`config.mk`:
```
export PLATFORM = sky130hd
export DESIGN_NAME = multiword_add_seq
export DESIGN_NICKNAME = d
export VERILOG_FILES = /design/src/rtl/multiword_add_pkg.sv /design/src/rtl/multiword_add_seq_slice_adder.sv /design/src/rtl/multiword_add_seq.sv
export SDC_FILE = /design/constraint.sdc
export NUM_CORES = 1
export LEC_CHECK = 0
export BUFFER_PORTS_ARGS = -buffer_cell sky130_fd_sc_hd__buf_4
export CAP_MARGIN = 15
export CORE_MARGIN = 10
export CORE_UTILIZATION = 30
export DETAILED_ROUTE_END_ITERATION = 12
export PLACE_DENSITY = 0.47
export SETUP_SLACK_MARGIN = 0.4
export SLEW_MARGIN = 15
export SYNTH_ARGS = -nofsm -noshare
export SYNTH_HDL_FRONTEND = slang
export SYNTH_SLANG_ARGS = --single-unit
```
`constraint.sdc`:
```
create_clock -name clk -period 8.7 [get_ports clk]
set_input_delay 1.74 -clock clk [delete_from_list [all_inputs] [get_ports clk]]
set_output_delay 1.74 -clock clk [all_outputs]
set_load 0.01 [all_outputs]
```
`src/rtl/multiword_add_pkg.sv`:
```
// Shared types and helpers for the sequential multiword adder.
// Provides the controller state enum and the slice-index width helper.
package multiword_add_pkg;

    typedef enum logic [1:0] {
        IDLE = 2'd0,
        RUN  = 2'd1,
        DONE = 2'd2
    } state_e;

    // Width of a counter that indexes WORDS slices, never below one bit.
    function automatic int idx_width(input int words);
        return (words > 1) ? $clog2(words) : 1;
    endfunction

endpackage

```
`src/rtl/multiword_add_seq_slice_adder.sv`:
```
// slice_adder: combinational WIDTH-bit ripple-carry adder.
// Ports: a, b (WIDTH) operands; cin carry-in; sum (WIDTH); cout carry-out.
module slice_adder #(
    parameter int WIDTH = 4
) (
    input  logic [WIDTH-1:0] a,
    input  logic [WIDTH-1:0] b,
    input  logic             cin,
    output logic [WIDTH-1:0] sum,
    output logic             cout
);

    logic [WIDTH:0] c;

    assign c[0] = cin;

    for (genvar i = 0; i < WIDTH; i++) begin : g_fa
        assign sum[i]  = a[i] ^ b[i] ^ c[i];
        assign c[i+1]  = (a[i] & b[i]) | (c[i] & (a[i] ^ b[i]));
    end

    assign cout = c[WIDTH];

endmodule

```
`src/rtl/multiword_add_seq.sv`:
```
// Sequential N-bit add/subtract that processes one WIDTH-bit slice per cycle.
// Ports: clk, rst (sync, active-high); start/sub/abort/a/b/cin requests;
// busy, done (one-cycle pulse), sum (N), cout (1 = no borrow for sub).
module multiword_add_seq
    import multiword_add_pkg::*;
#(
    parameter int WIDTH = 4,
    parameter int WORDS = 4
) (
    input  logic                   clk,
    input  logic                   rst,
    input  logic                   start,
    input  logic                   sub,
    input  logic                   abort,
    input  logic [WIDTH*WORDS-1:0] a,
    input  logic [WIDTH*WORDS-1:0] b,
    input  logic                   cin,
    output logic                   busy,
    output logic                   done,
    output logic [WIDTH*WORDS-1:0] sum,
    output logic                   cout
);

    localparam int N  = WIDTH * WORDS;
    localparam int IW = idx_width(WORDS);

    localparam logic [IW-1:0] LAST_IDX = IW'(WORDS - 1);

    state_e          state_q, state_d;
    logic [IW-1:0]   idx_q,   idx_d;
    logic            carry_q, carry_d;
    logic [N-1:0]    a_q,     a_d;
    logic [N-1:0]    b_q,     b_d;
    logic [N-1:0]    acc_q,   acc_d;
    logic [N-1:0]    sum_q,   sum_d;
    logic            cout_q,  cout_d;
    logic            busy_q,  busy_d;
    logic            done_q,  done_d;

    logic [WIDTH-1:0] sl_a;
    logic [WIDTH-1:0] sl_b;
    logic [WIDTH-1:0] sl_s;
    logic             sl_c;

    // b_q already holds ~b for subtraction, so the slice path is add-only.
    assign sl_a = a_q[idx_q*WIDTH +: WIDTH];
    assign sl_b = b_q[idx_q*WIDTH +: WIDTH];

    slice_adder #(
        .WIDTH (WIDTH)
    ) u_slice_adder (
        .a    (sl_a),
        .b    (sl_b),
        .cin  (carry_q),
        .sum  (sl_s),
        .cout (sl_c)
    );

    always_comb begin
        state_d = state_q;
        idx_d   = idx_q;
        carry_d = carry_q;
        a_d     = a_q;
        b_d     = b_q;
        acc_d   = acc_q;
        sum_d   = sum_q;
        cout_d  = cout_q;

        unique case (state_q)
            IDLE, DONE: begin
                if (start) begin
                    a_d     = a;
                    b_d     = sub ? ~b : b;
                    carry_d = sub ? 1'b1 : cin;
                    idx_d   = '0;
                    state_d = RUN;
                end else begin
                    state_d = IDLE;
                end
            end
            RUN: begin
                if (abort) begin
                    state_d = IDLE;
                end else begin
                    acc_d[idx_q*WIDTH +: WIDTH] = sl_s;
                    carry_d = sl_c;
                    idx_d   = idx_q + IW'(1);
                    if (idx_q == LAST_IDX) begin
                        // acc_d already contains the final slice.
                        sum_d   = acc_d;
                        cout_d  = sl_c;
                        state_d = DONE;
                    end
                end
            end
            default: state_d = IDLE;
        endcase

        busy_d = (state_d == RUN);
        done_d = (state_d == DONE);
    end

    always_ff @(posedge clk) begin
        if (rst) begin
            state_q <= IDLE;
            idx_q   <= '0;
            carry_q <= 1'b0;
            a_q     <= '0;
            b_q     <= '0;
            acc_q   <= '0;
            sum_q   <= '0;
            cout_q  <= 1'b0;
            busy_q  <= 1'b0;
            done_q  <= 1'b0;
        end else begin
            state_q <= state_d;
            idx_q   <= idx_d;
            carry_q <= carry_d;
            a_q     <= a_d;
            b_q     <= b_d;
            acc_q   <= acc_d;
            sum_q   <= sum_d;
            cout_q  <= cout_d;
            busy_q  <= busy_d;
            done_q  <= done_d;
        end
    end

    assign busy = busy_q;
    assign done = done_q;
    assign sum  = sum_q;
    assign cout = cout_q;

endmodule
```
==> qor.csv <==
stage;metric;value;unit
outcome;run status;finished clean;
setup_path;r2r startpoint;idx_q[0]$_SDFFE_PP0P_;
min_path;worst min-delay path startpoint;a_q[1]$_SDFFE_PP0P_;
routing;Residual DRC;0;
sta;setup tns final;0;ps
logic_synthesis;Synth Cell Area;3220;sq um
clock_network;CTS Buffer Depth;2;
grt;largest net degree at the start of global routing;73;
logic_synthesis;Gate Count Post-Synth;351;
logic_synthesis;synth top area cells;dfxtp_1, a211oi_1, nor2_1;
setup_path;RR Endpoint;acc_q[11]$_SDFFE_PP0P_;
sta;Final min period;3180;ps
routing;drt wl/cell;14.3;microns
grt;total track usage;10.1;%
sta;period utilization;36.6;%
min_path;Hold Path Depth;2;
sta;normalized max-slew margin;37.0;%
logic_synthesis;Post-synth top flop;dfxtp_1;
clock_network;CTS tree;yes;
clock_network;Gates resized, CTS repair;0;
clock_network;CTS Buf Count;9;
routing;Avg Vias per Cell;4.79;
clock_network;H-Tree Depth;3;
grt;remaining global-route overflow;0;
grt;vias in the first global route;2450;
logic_synthesis;Synth async-reset ratio;0;%
logic_synthesis;top cell type's share of synthesized area;44.7;%
routing;vias;2556;
logic_synthesis;sequential share of the synthesized area;44.7;%
cells_and_area;area of the multi-input gates;1650;sq um
routing;total routed wirelength;7630;microns
sta;final slew viol count;0;
sta;final hold violation count;0;
setup_path;Worst Setup End Kind;flip-flop;
sta;setup violators final;0;
sta;RSZ-0062 raised after global routing;false;
cells_and_area;nets;442;
grt;first-pass GRT wire length;12400;microns
die;full die area;15300;sq um
sta;Slew @ Worst Pin;943;ps
die;io pins;57;
logic_synthesis;Ys Warns;0;
cells_and_area;Post-Route Utilization;38.2;%
pwr;peak supply drop;0.0805;mV
clock_network;CTS clk-pin slew, worst paths;70;ps
sta;achievable frequency;0.314;GHz
job;max_cap viols;0;
clock_network;clock sinks;72;
logic_synthesis;Post-synth EDFFs;0;
grt;initial antenna violation count;0;
routing;drt first pass iters;4;
clock_network;worst-skew pair later-pin latency;340;ps
setup_path;Worst setup SP type;flip-flop;
die;initial core utilization;30.9;%
clock_network;setup bufs post-CTS;0;
routing;Detailed Route Iter0 Violations;114;
logic_synthesis;largest area contributor in the netlist;dfxtp_1;
clock_network;cts hold-fix bufs;0;
die;Row Count;37;
die;chip width;124;microns
die;Die Y-Extent;124;microns
cells_and_area;share of cells above drive strength 1;21.6;%
min_path;Min-Delay Endpoint;a_q[1]$_SDFFE_PP0P_;
cells_and_area;diode count;0;
sta;skew final;9.38;ps
logic_synthesis;post-synth net total;399;
setup_path;CP max FO;17;
placed_design;HPWL after detailed placement;5350;microns
setup_path;CP Class;flip-flop to flip-flop;
logic_synthesis;syn_area_per_cell;9.18;sq um
cells_and_area;Storage cell area;1440;sq um
logic_synthesis;#FFs+latches synth;72;
die;Core Box Area;10400;sq um
pwr;PD cells;187;nW/um^2
pwr;Pleak;1.52;nW
placed_design;global placer's final weighted congestion;0.710;
routing;antenna viol nets, final;0;
setup_path;R2R depth;12;
placed_design;port bufs;56;
min_path;Hold Crit Class;flip-flop to flip-flop;
clock_network;CTS root buffer;clkbuf_8;
cells_and_area;Layout area overhead;23.3;%
setup_path;Crit path required time;8950;ps
setup_path;WP data arrival;3430;ps
logic_synthesis;synth unique cells;31;
cells_and_area;# fillers;1069;
setup_path;r2r setup slk;5520;ps
-- logic make-up (layout without fill, tap and decap cells) --
family	Yosys count	after routing	synth area share, %
AOI/OAI and AO/OA	81	81	17.8
xor gates and xnor gates	16	16	4.35
adders and majority gates	10	10	4.81
buffers and inverters	41	88	5.20
DFF	72	72	44.7
muxes	9	9	5.90
and+or+nand+nor	122	122	17.2
-- state kept, by name (all words and copies together), names as in the netlist --
register and cells:
b_q 16, sum 16, a_q 16, acc_q 16
cout 1, done 1, carry_q 1, busy 1
state_q 2, idx_q 2
-- report_power, final --
part | internal, mW | leakage (nW) | switching [mW]
Combinational | 0.0436 | 0.819 | 0.0501
Clock | 0.175 | 0.112 | 0.120
Sequential | 0.346 | 0.589 | 0.00878
Total | 0.565 | 1.52 | 0.179
-- how the worst max path moves through the flow --
stage / cells after the start / to / startpoint / slack, ps
finish: 12 / acc_q[11]$_SDFFE_PP0P_ / idx_q[0]$_SDFFE_PP0P_ / 5520
global route: 12 / acc_q[7]$_SDFFE_PP0P_ / idx_q[0]$_SDFFE_PP0P_ / 5260
CTS: 12 / acc_q[15]$_SDFFE_PP0P_ / idx_q[0]$_SDFFE_PP0P_ / 5500
detailed placement: 11 / acc_q[7]$_SDFFE_PP0P_ / idx_q[1]$_SDFFE_PP0P_ / 5500
global placement: 12 / sum[7]$_SDFFE_PP0P_ / idx_q[0]$_SDFFE_PP0P_ / 5600
floorplan: 12 / acc_q[7]$_SDFFE_PP0P_ / idx_q[0]$_SDFFE_PP0P_ / 5620
-- synth_stat cells (2+ instances only) --
library cell / number
nor3_1: 5
a31oi_1: 6
inv_1: 14
buf_2: 11
a211oi_1: 40
nand2_1: 35
a221oi_1: 4
a41oi_1: 6
fa_1: 4
ha_1: 6
clkbuf_1: 15
nor3b_1: 2
nor4bb_1: 2
nand3_1: 2
a21oi_1: 19
xnor2_1: 16
nor2b_1: 15
dfxtp_1: 72
a32oi_1: 4
nor2_1: 55
mux4_2: 8
-- through the flow --
stage / instance area [sq um] / total power [mW] / hold WS, ps / instances / setup WS [ps]
after global routing: 3980 / 0.779 / 476 / 534 / 5260
after CTS: 3970 / 0.753 / 457 / 534 / 5500
after detailed placement: 3750 / 0.458 / 447 / 519 / 5500
after floorplan: 3220 / 0.425 / 433 / 351 / 5620
final: 3980 / 0.744 / 456 / 534 / 5520
after global placement: 3750 / 0.456 / 442 / 519 / 5600
-- cells in the final DEF, fill, tap and decap left out, types with 8 or more instances in the layout --
cell / netlist / final
a21oi_1: 19 / 19
nand2_1: 35 / 35
inv_1: 14 / 14
xnor2_1: 16 / 16
clkbuf_8: 0 / 11
nor2b_1: 15 / 14
dfxtp_1: 72 / 72
mux4_2: 8 / 8
buf_4: 0 / 59
a211oi_1: 40 / 40
nor2_1: 55 / 55
-- routing by layer --
layer / track usage (%) / part of all wire, %
met4: 2.84 / 0.69
met3: 3.67 / 5.1
met5: 0 / 0
met1: 13.0 / 49
met2: 15.4 / 46
-- worst max-delay path: stages (launching register included) --
cell      delay, ps
dfxtp_1         310
buf_4           260
mux4_2          540
inv_1            90
fa_1            170
inv_1            50
fa_1            350
inv_1            80
fa_1            150
inv_1            50
fa_1            610
a41oi_1         190
a211oi_1        250
-- final cells by class --
cell class                 count  area share [%]
multi-input combinational    238            41.5
tap                          136            4.28
clock buffer                  12            3.90
sequential                    72            36.3
clock inverter                 3            1.64
timing repair buffer          59            11.1
inverter                      14            1.32
(Power assumes the default switching activity.)
